## config.mk

```make
export PLATFORM = sky130hd
export DESIGN_NAME = issue_ctrl_flat
export DESIGN_NICKNAME = d
export VERILOG_FILES = /design/src/rtl/issue_ctrl_if.sv /design/src/rtl/issue_ctrl.sv /design/src/flat_wrapper.sv
export SDC_FILE = /design/constraint.sdc
export NUM_CORES = 1
export LEC_CHECK = 0
export ABC_AREA = 1
export CORE_MARGIN = 2
export CORE_UTILIZATION = 51
export DETAILED_ROUTE_END_ITERATION = 10
export PLACE_DENSITY = 0.92
export SKIP_LAST_GASP = 1
export SYNTH_ARGS = -nofsm -noshare
export SYNTH_HDL_FRONTEND = slang
export SYNTH_SLANG_ARGS = --single-unit
export TNS_END_PERCENT = 100
```

## constraint.sdc

```tcl
create_clock -name i_clk -period 5.2 [get_ports i_clk]
set_input_delay 1.04 -clock i_clk [delete_from_list [all_inputs] [get_ports i_clk]]
set_output_delay 1.04 -clock i_clk [all_outputs]
set_load 0.005 [all_outputs]
```

## src/rtl/issue_ctrl_if.sv

```systemverilog
// Decode-to-issue handshake bundle for issue_ctrl.
// The controller uses the slave modport; the decode/execute side uses master.
interface issue_ctrl_if #(
    parameter int unsigned OPB_W = 10,
    parameter int unsigned CNT_W = 16
) ();
    logic             i_dec_val;
    logic             o_dec_rdy;
    logic [OPB_W-1:0] i_dec_opb;
    logic [3:0]       i_dec_usele;
    logic             i_dec_rs1_ren;
    logic             i_dec_rs2_ren;
    logic             i_dec_rd_wen;
    logic [4:0]       i_dec_rs1_idx;
    logic [4:0]       i_dec_rs2_idx;
    logic [4:0]       i_dec_rd_idx;
    logic [31:0]      i_dec_im;
    logic             i_dec_ilgl;

    logic [3:0]       o_iss_val;
    logic [3:0]       i_iss_rdy;
    logic [OPB_W-1:0] o_iss_opb;
    logic [4:0]       o_iss_rs1_idx;
    logic [4:0]       o_iss_rs2_idx;
    logic [4:0]       o_iss_rd_idx;
    logic             o_iss_rd_wen;
    logic [31:0]      o_iss_im;

    logic             i_wb_val;
    logic [4:0]       i_wb_idx;
    logic             i_flush;
    logic             o_exc_ilgl;
    logic             o_sb_busy;
    logic [CNT_W-1:0] o_stall_cnt;

    modport slave (
        input  i_dec_val, i_dec_opb, i_dec_usele, i_dec_rs1_ren, i_dec_rs2_ren,
               i_dec_rd_wen, i_dec_rs1_idx, i_dec_rs2_idx, i_dec_rd_idx,
               i_dec_im, i_dec_ilgl, i_iss_rdy, i_wb_val, i_wb_idx, i_flush,
        output o_dec_rdy, o_iss_val, o_iss_opb, o_iss_rs1_idx, o_iss_rs2_idx,
               o_iss_rd_idx, o_iss_rd_wen, o_iss_im, o_exc_ilgl, o_sb_busy,
               o_stall_cnt
    );

    modport master (
        output i_dec_val, i_dec_opb, i_dec_usele, i_dec_rs1_ren, i_dec_rs2_ren,
               i_dec_rd_wen, i_dec_rs1_idx, i_dec_rs2_idx, i_dec_rd_idx,
               i_dec_im, i_dec_ilgl, i_iss_rdy, i_wb_val, i_wb_idx, i_flush,
        input  o_dec_rdy, o_iss_val, o_iss_opb, o_iss_rs1_idx, o_iss_rs2_idx,
               o_iss_rd_idx, o_iss_rd_wen, o_iss_im, o_exc_ilgl, o_sb_busy,
               o_stall_cnt
    );
endinterface

```

## src/rtl/issue_ctrl.sv

```systemverilog
// Single-entry issue controller: holds one decoded op, checks it against a
// register scoreboard, and issues it to the selected execution unit.
module issue_ctrl #(
    parameter int unsigned OPB_W = 10,
    parameter int unsigned CNT_W = 16
) (
    input  logic         i_clk,
    input  logic         i_rst,
    issue_ctrl_if.slave  bus
);

    typedef enum logic [1:0] {S_EMPTY, S_FULL, S_DRAIN} state_t;

    typedef struct packed {
        logic [OPB_W-1:0] opb;
        logic [3:0]       usele;
        logic             rs1_ren;
        logic             rs2_ren;
        logic             rd_wen;
        logic [4:0]       rs1_idx;
        logic [4:0]       rs2_idx;
        logic [4:0]       rd_idx;
        logic [31:0]      im;
        logic             ilgl;
    } entry_t;

    state_t           state_q, state_d;
    entry_t           ent_q, ent_d;
    logic [31:0]      pend_q, pend_d;
    logic [CNT_W-1:0] stall_q, stall_d;

    logic [31:0] wb_mask;
    logic [31:0] eff;
    logic        hazard;
    logic        bad;
    logic [3:0]  iss_val;
    logic        fire;
    logic        rdy;
    logic        take;
    logic        exc;

    // Writeback landing this cycle is already visible to the hazard check.
    assign wb_mask = bus.i_wb_val ? (32'd1 << bus.i_wb_idx) : 32'd0;
    assign eff     = pend_q & ~wb_mask;

    assign hazard = (ent_q.rs1_ren & eff[ent_q.rs1_idx])
                  | (ent_q.rs2_ren & eff[ent_q.rs2_idx])
                  | (ent_q.rd_wen  & eff[ent_q.rd_idx]);

    // An entry with no unit selected can never issue, so it drains like ilgl.
    assign bad     = ent_q.ilgl | (ent_q.usele == 4'd0);
    assign iss_val = ((state_q == S_FULL) && !bad && !hazard && !bus.i_flush)
                     ? ent_q.usele : 4'd0;
    assign fire    = |(iss_val & bus.i_iss_rdy);
    assign rdy     = !bus.i_flush
                   && ((state_q == S_EMPTY) || ((state_q == S_FULL) && fire));
    assign take    = bus.i_dec_val & rdy;
    assign exc     = (state_q == S_DRAIN) && (eff == 32'd0) && !bus.i_flush;

    always_comb begin
        state_d = state_q;
        ent_d   = ent_q;
        pend_d  = eff;
        stall_d = stall_q;

        if (take) begin
            ent_d.opb     = bus.i_dec_opb;
            ent_d.usele   = bus.i_dec_usele;
            ent_d.rs1_ren = bus.i_dec_rs1_ren;
            ent_d.rs2_ren = bus.i_dec_rs2_ren;
            ent_d.rd_wen  = bus.i_dec_rd_wen;
            ent_d.rs1_idx = bus.i_dec_rs1_idx;
            ent_d.rs2_idx = bus.i_dec_rs2_idx;
            ent_d.rd_idx  = bus.i_dec_rd_idx;
            ent_d.im      = bus.i_dec_im;
            ent_d.ilgl    = bus.i_dec_ilgl;
        end

        // Issue reserves the destination; applied after the clear so set wins.
        if (fire && ent_q.rd_wen && (ent_q.rd_idx != 5'd0)) begin
            pend_d[ent_q.rd_idx] = 1'b1;
        end

        if ((state_q == S_FULL) && !bad && !fire && (stall_q != '1)) begin
            stall_d = stall_q + CNT_W'(1);
        end

        case (state_q)
            S_EMPTY: begin
                if (take) state_d = S_FULL;
            end
            S_FULL: begin
                if (bus.i_flush)  state_d = S_EMPTY;
                else if (bad)     state_d = S_DRAIN;
                else if (fire)    state_d = take ? S_FULL : S_EMPTY;
            end
            S_DRAIN: begin
                if (bus.i_flush || (eff == 32'd0)) state_d = S_EMPTY;
            end
            default: state_d = S_EMPTY;
        endcase
    end

    always_ff @(posedge i_clk or posedge i_rst) begin
        if (i_rst) begin
            state_q <= S_EMPTY;
            ent_q   <= '0;
            pend_q  <= '0;
            stall_q <= '0;
        end else begin
            state_q <= state_d;
            ent_q   <= ent_d;
            pend_q  <= pend_d;
            stall_q <= stall_d;
        end
    end

    assign bus.o_dec_rdy     = rdy;
    assign bus.o_iss_val     = iss_val;
    assign bus.o_iss_opb     = ent_q.opb;
    assign bus.o_iss_rs1_idx = ent_q.rs1_idx;
    assign bus.o_iss_rs2_idx = ent_q.rs2_idx;
    assign bus.o_iss_rd_idx  = ent_q.rd_idx;
    assign bus.o_iss_rd_wen  = ent_q.rd_wen;
    assign bus.o_iss_im      = ent_q.im;
    assign bus.o_exc_ilgl    = exc;
    assign bus.o_sb_busy     = |pend_q;
    assign bus.o_stall_cnt   = stall_q;

endmodule

```

## src/flat_wrapper.sv

```systemverilog
// flat-port wrapper written by rule: the top's interface ports become plain ports
module issue_ctrl_flat 
#(
    parameter int unsigned OPB_W = 10,
    parameter int unsigned CNT_W = 16
)
  (i_clk, i_rst, bus_i_dec_val, bus_i_dec_opb, bus_i_dec_usele, bus_i_dec_rs1_ren, bus_i_dec_rs2_ren, bus_i_dec_rd_wen, bus_i_dec_rs1_idx, bus_i_dec_rs2_idx, bus_i_dec_rd_idx, bus_i_dec_im, bus_i_dec_ilgl, bus_i_iss_rdy, bus_i_wb_val, bus_i_wb_idx, bus_i_flush, bus_o_dec_rdy, bus_o_iss_val, bus_o_iss_opb, bus_o_iss_rs1_idx, bus_o_iss_rs2_idx, bus_o_iss_rd_idx, bus_o_iss_rd_wen, bus_o_iss_im, bus_o_exc_ilgl, bus_o_sb_busy, bus_o_stall_cnt);
  issue_ctrl_if #(.OPB_W(OPB_W), .CNT_W(CNT_W)) bus_i ();
  input  logic i_clk;
  input  logic i_rst;
  input wire logic [$bits(bus_i.i_dec_val)-1:0] bus_i_dec_val;
  input wire logic [$bits(bus_i.i_dec_opb)-1:0] bus_i_dec_opb;
  input wire logic [$bits(bus_i.i_dec_usele)-1:0] bus_i_dec_usele;
  input wire logic [$bits(bus_i.i_dec_rs1_ren)-1:0] bus_i_dec_rs1_ren;
  input wire logic [$bits(bus_i.i_dec_rs2_ren)-1:0] bus_i_dec_rs2_ren;
  input wire logic [$bits(bus_i.i_dec_rd_wen)-1:0] bus_i_dec_rd_wen;
  input wire logic [$bits(bus_i.i_dec_rs1_idx)-1:0] bus_i_dec_rs1_idx;
  input wire logic [$bits(bus_i.i_dec_rs2_idx)-1:0] bus_i_dec_rs2_idx;
  input wire logic [$bits(bus_i.i_dec_rd_idx)-1:0] bus_i_dec_rd_idx;
  input wire logic [$bits(bus_i.i_dec_im)-1:0] bus_i_dec_im;
  input wire logic [$bits(bus_i.i_dec_ilgl)-1:0] bus_i_dec_ilgl;
  input wire logic [$bits(bus_i.i_iss_rdy)-1:0] bus_i_iss_rdy;
  input wire logic [$bits(bus_i.i_wb_val)-1:0] bus_i_wb_val;
  input wire logic [$bits(bus_i.i_wb_idx)-1:0] bus_i_wb_idx;
  input wire logic [$bits(bus_i.i_flush)-1:0] bus_i_flush;
  output wire logic [$bits(bus_i.o_dec_rdy)-1:0] bus_o_dec_rdy;
  output wire logic [$bits(bus_i.o_iss_val)-1:0] bus_o_iss_val;
  output wire logic [$bits(bus_i.o_iss_opb)-1:0] bus_o_iss_opb;
  output wire logic [$bits(bus_i.o_iss_rs1_idx)-1:0] bus_o_iss_rs1_idx;
  output wire logic [$bits(bus_i.o_iss_rs2_idx)-1:0] bus_o_iss_rs2_idx;
  output wire logic [$bits(bus_i.o_iss_rd_idx)-1:0] bus_o_iss_rd_idx;
  output wire logic [$bits(bus_i.o_iss_rd_wen)-1:0] bus_o_iss_rd_wen;
  output wire logic [$bits(bus_i.o_iss_im)-1:0] bus_o_iss_im;
  output wire logic [$bits(bus_i.o_exc_ilgl)-1:0] bus_o_exc_ilgl;
  output wire logic [$bits(bus_i.o_sb_busy)-1:0] bus_o_sb_busy;
  output wire logic [$bits(bus_i.o_stall_cnt)-1:0] bus_o_stall_cnt;
  assign bus_i.i_dec_val = bus_i_dec_val;
  assign bus_i.i_dec_opb = bus_i_dec_opb;
  assign bus_i.i_dec_usele = bus_i_dec_usele;
  assign bus_i.i_dec_rs1_ren = bus_i_dec_rs1_ren;
  assign bus_i.i_dec_rs2_ren = bus_i_dec_rs2_ren;
  assign bus_i.i_dec_rd_wen = bus_i_dec_rd_wen;
  assign bus_i.i_dec_rs1_idx = bus_i_dec_rs1_idx;
  assign bus_i.i_dec_rs2_idx = bus_i_dec_rs2_idx;
  assign bus_i.i_dec_rd_idx = bus_i_dec_rd_idx;
  assign bus_i.i_dec_im = bus_i_dec_im;
  assign bus_i.i_dec_ilgl = bus_i_dec_ilgl;
  assign bus_i.i_iss_rdy = bus_i_iss_rdy;
  assign bus_i.i_wb_val = bus_i_wb_val;
  assign bus_i.i_wb_idx = bus_i_wb_idx;
  assign bus_i.i_flush = bus_i_flush;
  assign bus_o_dec_rdy = bus_i.o_dec_rdy;
  assign bus_o_iss_val = bus_i.o_iss_val;
  assign bus_o_iss_opb = bus_i.o_iss_opb;
  assign bus_o_iss_rs1_idx = bus_i.o_iss_rs1_idx;
  assign bus_o_iss_rs2_idx = bus_i.o_iss_rs2_idx;
  assign bus_o_iss_rd_idx = bus_i.o_iss_rd_idx;
  assign bus_o_iss_rd_wen = bus_i.o_iss_rd_wen;
  assign bus_o_iss_im = bus_i.o_iss_im;
  assign bus_o_exc_ilgl = bus_i.o_exc_ilgl;
  assign bus_o_sb_busy = bus_i.o_sb_busy;
  assign bus_o_stall_cnt = bus_i.o_stall_cnt;
  issue_ctrl #(.OPB_W(OPB_W), .CNT_W(CNT_W)) u_core (.i_clk(i_clk), .i_rst(i_rst), .bus(bus_i));
endmodule
```

==> results.json, run 1 <==
{
  "status": "finished, final reports clean",
  "cts_buffer_depth": 2,
  "die-area_um2": 14880,
  "htree_levels": 4,
  "p_per_area_nw_per_um2": 451.8,
  "routedWlPerCell_um": 17.18,
  "synth-seq-cells": 115,
  "area_growth_pct": 26.01,
  "final_cell_mix": "nand2_1 (326), clkdlybuf4s50_1 (154), nand3_1 (144)",
  "crit_path_end_kind": "primary output",
  "yosys_warnings": 0,
  "drt_wl_total_um": 21580,
  "dp_hpwl_um": 14870,
  "drive_gt1_frac": 0.06227,
  "die_height_um": 122.0,
  "finalHoldViolations": 0,
  "n_antenna_cell": 0,
  "path_class": "input pin to primary output",
  "ys.flop_type": "dfrtp_1",
  "finClkSkew_ns": 0.01158,
  "row_count": 43,
  "final.setup.tns_ns": 0,
  "hold_class": "register to register",
  "root_buffer": "clkbuf_16",
  "timing.reg2reg.setup_slack_ns": 1.49,
  "worst_ep_arrival_time_ns": 3.93,
  "die_w_um": 122.0,
  "maxCapViolCount": 0,
  "power_leakage_nw": 4.125,
  "ys_types": 33,
  "yosysSeqAreaShare": 0.4054,
  "grt_pass1_vias": 6862,
  "ir_drop_mv": 0.2729,
  "grt_overflow": 0,
  "clkSinkCount": 115,
  "fmaxAchievable_mhz": 201.2,
  "final_common_cell": "nand2_1",
  "cp-start-kind": "input pin",
  "use_met3": 0.06882,
  "ioPinCount": 160,
  "core_um2": 13720,
  "start_util": 0.5175,
  "ant_nets": 0,
  "synth_edf_count": 0,
  "grt_start_max_net_pins": 69,
  "drcViolationCount": 0,
  "grt_busiest_layer": "met2",
  "synth_area_per_cell_um2": 7.266,
  "grt_pass1_wl_um": 34270,
  "async_flop_share": 1.000,
  "antenna_found_initial": 0,
  "io_buffers": 159,
  "place_congestion": 1.003,
  "rsz0062_at_grt": "false",
  "netlist_area_um2": 7099,
  "min_path_cells": 2,
  "maxSlewHeadroom": 0.4310,
  "required_ns": 4.16,
  "post-route-period-util": 0.9560,
  "power.total_mw": 4.041,
  "dr.pass1.iters": 7,
  "tightest_slew_ns": 0.8535,
  "hold_buffers": 0,
  "slew_viol_final": 0,
  "cts_tree": "yes",
  "cts_buffers": 17,
  "min_period_ns": 4.971,
  "drt_iter0_drc": 854,
  "final_nets": 1144,
  "vias": 7363,
  "reg2reg_depth": 16,
  "gr-usage-met1": 0.3705,
  "grt_util_met2": 0.4567,
  "routed_via_density": 5.862,
  "clk_latency_ns": 0.43,
  "clkTransAtPathRegs_ns": 0.06,
  "track_usage": 0.2902,
  "setup_viol": 0,
  "critPathMaxFanout": 16,
  "netlist_instances": 977,
  "syn_nets": 1057
}
## sequential cells by signal, summed over array words and instances, names as in the netlist
signal,cells
u_core.bus.o_iss_rs1_idx,5
u_core.bus.o_stall_cnt,16
u_core.bus.o_iss_rd_wen,1
u_core.ent_q,7
u_core.bus.o_iss_im,32
u_core.pend_q,32
u_core.state_q,2
u_core.bus.o_iss_opb,10
u_core.bus.o_iss_rd_idx,5
u_core.bus.o_iss_rs2_idx,5
## per-layer routing
layer / part of all wire / wire (um) / vias to the layer above
met1: 0.39 / 8385 / 3423
li1: - / - / 3394
met3: 0.088 / 1906 / 102
met2: 0.47 / 10250 / 444
met4: 0.048 / 1038 / 0
met5: 0 / 0 / -
## layout make-up
type,instances,area [um2]
clock buffers,17,425.4
clock inverters,14,156.4
fillers,1131,4773
inverters,61,234.0
multi-input cells,695,3306
flip-flops and latches,115,2878
well taps,180,225.2
repair buffers,174,1722
## final timing paths
kind | startpoint | end
worst max-delay path | bus_i_wb_idx[4] | bus_o_dec_rdy
worst min-delay path | u_core.bus.o_iss_opb[6]$_DFFE_PP0P_ | u_core.bus.o_iss_opb[6]$_DFFE_PP0P_
worst max register to register | u_core.bus.o_iss_rs1_idx[0]$_DFFE_PP0P_ | u_core.bus.o_iss_im[11]$_DFFE_PP0P_
worst min register to register | u_core.bus.o_iss_opb[6]$_DFFE_PP0P_ | u_core.bus.o_iss_opb[6]$_DFFE_PP0P_
max in group asynchronous | i_rst | u_core.bus.o_iss_opb[4]$_DFFE_PP0P_
min in group asynchronous | i_rst | u_core.pend_q[24]$_DFF_PP0_
## repair_timing
item,4_1_cts,5_1_grt
setup buffers,0,4
gates resized for setup,0,7
endpoints found under the setup margin,0,1
## cells in the mapped netlist, types with 2 or more instances
| library cell | number | area (um2) |
|---|---|---|
| buf_1 | 3 | 11.26 |
| nand2_1 | 326 | 1224 |
| clkbuf_1 | 21 | 78.83 |
| o21ai_1 | 26 | 130.1 |
| nor4_1 | 14 | 87.58 |
| dfrtp_1 | 115 | 2878 |
| buf_6 | 5 | 56.30 |
| buf_4 | 66 | 495.5 |
| nand3_2 | 3 | 30.03 |
| o211ai_1 | 6 | 45.04 |
| nand3_1 | 144 | 720.7 |
| xor2_1 | 7 | 61.31 |
| nor2_2 | 2 | 12.51 |
| a21oi_1 | 3 | 15.01 |
| inv_2 | 5 | 18.77 |
| nor2_4 | 2 | 22.52 |
| buf_2 | 11 | 55.05 |
| inv_1 | 55 | 206.5 |
| nand2_2 | 2 | 12.51 |
| nor3_1 | 7 | 35.03 |
| nor2_1 | 38 | 142.6 |
| xnor2_1 | 7 | 61.31 |
| o21ai_0 | 10 | 50.05 |
| nand4_1 | 90 | 563.0 |
## logic make-up (layout without fill, tap and decap cells)
logic type	after synthesis	count (layout)	synth area share
compound gates	49	49	0.03895
buf+inv	167	266	0.1304
simple gates	631	631	0.4062
fa+ha+maj	1	1	0.001762
flops	115	115	0.4054
xor+xnor	14	14	0.01727
## report_power, final
| group | switching (mW) | leakage [nW] | internal [mW] |
|---|---|---|---|
| Clock | 0.449 | 0.272 | 0.707 |
| Combinational | 0.814 | 2.36 | 0.682 |
| Sequential | 0.273 | 1.50 | 1.12 |
| Total | 1.54 | 4.13 | 2.51 |
## per-stage QoR
stage | hold WS (ns) | utilization | cell area [um2] | setup WS, ns | instances
final | 0.4698 | 0.6521 | 8946 | 0.2286 | 1256
after global routing | 0.4970 | 0.6521 | 8946 | 0.001605 | 1256
after CTS | 0.4726 | 0.6482 | 8894 | 0.1586 | 1252
after detailed placement | 0.4583 | 0.6058 | 8312 | 0.1878 | 1221
after global placement | 0.4521 | 0.6058 | 8312 | 0.2111 | 1221
after floorplan | 0.4425 | - | 7099 | 1.116 | 977
## worst max-delay path: stages
cell and delay, ns:
clkdlybuf4s50_1 0.53, nand2_1 0.14, inv_4 0.18, nand3_1 0.15
nand2_1 0.16, nand2_1 0.08, a21oi_1 0.21, nor2_1 0.07
nand2_1 0.08, nor2_1 0.04, nand2_1 0.05, nand2_1 0.06
a21oi_2 0.20, nand4_1 0.11, nand2_1 0.11, nor2_1 0.08
a21oi_1 0.13, clkdlybuf4s50_1 0.53
Power figures use the tool's default switching activity.
==> run 2: changes to the inputs <==
--- a/config.mk
+++ b/config.mk
@@ -14,4 +14,4 @@
 export SYNTH_ARGS = -nofsm -noshare
 export SYNTH_HDL_FRONTEND = slang
 export SYNTH_SLANG_ARGS = --single-unit
-export TNS_END_PERCENT = 100
+export TNS_END_PERCENT = 50
==> results of run 2 <==
Final layout, timing and power as in run 1 (identical DEF).
==> run 3: changes to the inputs <==
--- a/config.mk
+++ b/config.mk
@@ -7,9 +7,9 @@
 export LEC_CHECK = 0
 export ABC_AREA = 1
 export CORE_MARGIN = 2
-export CORE_UTILIZATION = 51
+export CORE_UTILIZATION = 55
 export DETAILED_ROUTE_END_ITERATION = 10
-export PLACE_DENSITY = 0.92
+export PLACE_DENSITY = 0.95
 export SKIP_LAST_GASP = 1
 export SYNTH_ARGS = -nofsm -noshare
 export SYNTH_HDL_FRONTEND = slang
==> constraint.sdc (replaced) <==
create_clock -name i_clk -period 6.4 [get_ports i_clk]
set_input_delay 1.28 -clock i_clk [delete_from_list [all_inputs] [get_ports i_clk]]
set_output_delay 1.28 -clock i_clk [all_outputs]
set_load 0.005 [all_outputs]
==> run 3 against run 2 <==
Die area shrank 7.0%. First-iteration DRC count increased by 30%. Non-clock buffer count fell by 10. Highest routed layer unchanged. Critical path depth down 1. Utilization grew 4.9 points.
==> results.json, run 3 (same netlist as run 1, synthesis figures left out) <==
{
  "cts_setup_buffers": 0,
  "maxSlewHeadroom": 0.2673,
  "cts_resized": 0,
  "place_congestion": 1.073,
  "clkTransAtPathRegs_ns": 0.06,
  "antenna_found_initial": 0,
  "cp_slowest_cell": "clkdlybuf4s50_1",
  "status": "finished, final reports clean",
  "grt_pass1_wl_um": 33520,
  "grt_util_met2": 0.4669,
  "drt_iter0_drc": 1106,
  "cp-start-kind": "input pin",
  "drive_gt1_frac": 0.05342,
  "setup_viol": 0,
  "rsz0062_at_grt": "false",
  "start_util": 0.5626,
  "hold_end": "u_core.bus.o_iss_opb[5]$_DFFE_PP0P_",
  "hp-start": "u_core.bus.o_iss_opb[5]$_DFFE_PP0P_",
  "htree_levels": 4,
  "core_um2": 12620,
  "finClkSkew_ns": 0.01073,
  "maxCapViolCount": 0,
  "worst_ep_arrival_time_ns": 4.47,
  "area_growth_pct": 24.67,
  "cp.buffers_inverters": 3,
  "fin_cells": 1239,
  "tightest_slew_ns": 1.095,
  "use_met3": 0.09109,
  "hold_buffers": 0,
  "final_cell_mix": "nand2_1 (326), clkdlybuf4s50_1 (158), nand3_1 (144)",
  "required_ns": 5.12,
  "slew_viol_final": 0,
  "crit_chain": "clkdlybuf4s50_1, inv_2, nand3_1, o21ai_1, nand2_1, o21ai_1, nand2_1, nand3_1, nor2_1, nand2_1, nand2_1, a21oi_2, nand4_1, nand2_1, nor2_1, a21oi_1, clkdlybuf4s50_1",
  "startpoint": "bus_i_wb_idx[3]",
  "crit_top_cell": "nand2_1",
  "holdWs_ns": 0.4688,
  "ff_latch_area_um2": 2878,
  "drcViolationCount": 0,
  "min_period_ns": 5.754,
  "drt_wl_total_um": 21040,
  "gr-usage-met1": 0.3765,
  "grt_overflow": 0,
  "track_usage": 0.3000,
  "cts_buffer_depth": 2,
  "grt_pass1_vias": 6837,
  "timing.rr.start": "u_core.bus.o_iss_rd_idx[0]$_DFFE_PP0P_",
  "finalHoldViolations": 0,
  "cts_tree": "yes",
  "final_nets": 1134,
  "power_leakage_nw": 4.056,
  "dr.pass1.iters": 8,
  "multiInputGateArea_um2": 3296,
  "power.total_mw": 3.299,
  "dp_cells": 1207,
  "critPathMaxFanout": 13,
  "path_delay_family": "buffers and inverters",
  "min_path_cells": 2,
  "clkSinkCount": 115,
  "final_common_cell": "nand2_1",
  "ir_drop_mv": 0.2152,
  "timing.reg2reg.setup_slack_ns": 2.30,
  "post-place-ws_ns": 0.7869,
  "grt_start_max_net_pins": 69,
  "final.setup.tns_ns": 0,
  "io_buffers": 159,
  "root_buffer": "clkbuf_16",
  "ant_nets": 0,
  "routed_via_density": 5.912,
  "vias": 7325,
  "dp_hpwl_um": 14480,
  "reg2reg_depth": 20,
  "cts_buffers": 17,
  "row_count": 41,
  "nFillCells": 949,
  "post-route-period-util": 0.8991,
  "hold_class": "register to register",
  "crit_path_max_incr_delay_ns": 0.63,
  "crit_path_end_kind": "primary output",
  "ioPinCount": 160,
  "clk_latency_ns": 0.42,
  "grt_busiest_layer": "met2",
  "die_w_um": 117.6,
  "die-area_um2": 13830,
  "p_per_area_nw_per_um2": 372.7,
  "n_antenna_cell": 0,
  "routedWlPerCell_um": 16.98,
  "die_height_um": 117.6,
  "fmaxAchievable_mhz": 173.8,
  "path_class": "input pin to primary output",
  "worst_slack_ns": 0.6458,
  "reg2reg_to": "u_core.bus.o_iss_im[29]$_DFFE_PP0P_"
}
run 3: cell types whose count changed in the layout (fill, tap and decap cells not counted), sizes merged:
cell,previous run,this run
buf,16,6
bufinv,2,3
clkbuf,17,18
clkdlybuf4s50,154,158
clkinv,5,7
clkinvlp,4,1
dlymetal6s2s,4,0
run 3: final cells by class:
type,count,area share
Tap cell,172,0.02431
Timing Repair Buffer,164,0.1835
Multi-Input combinational cell,695,0.3723
Sequential cell,115,0.3251
Clock inverter,14,0.02007
Clock buffer,18,0.04849
Inverter,61,0.02615
run 3: power by group:
part / switching (mW) / total (mW) / internal, mW
clock: 0.359 / 0.976 / 0.616
combinational: 0.657 / 1.20 / 0.541
sequential: 0.217 / 1.13 / 0.908
run 3: how the worst max path moves through the flow:
stage	to	slack, ns	cells after the start
finish	bus_o_dec_rdy	0.65	17
global route	bus_o_dec_rdy	0.44	19
CTS	bus_o_dec_rdy	0.75	17
detailed placement	bus_o_dec_rdy	0.79	19
global placement	bus_o_dec_rdy	0.90	19
floorplan	u_core.bus.o_iss_im[0]$_DFFE_PP0P_	2.08	1
run 3: per-layer routing:
metal | up-vias | share of wire | routed length, um
met5 | - | 0 | 0
met4 | 0 | 0.050 | 1043
met3 | 119 | 0.11 | 2325
met2 | 518 | 0.46 | 9727
met1 | 3305 | 0.38 | 7939
li1 | 3383 | - | -
run 3: through the flow:
stage | util | instance area (um2)
floorplan | - | 7099
global placement | 0.6533 | 8244
detailed placement | 0.6533 | 8244
CTS | 0.7014 | 8851
global route | 0.7014 | 8851
finish | 0.7014 | 8851
run 3: worst min-delay path, stage by stage (launching register included):
cell and delay [ns]:
dfrtp_1 0.34, nand2_1 0.05, nand2_1 0.04
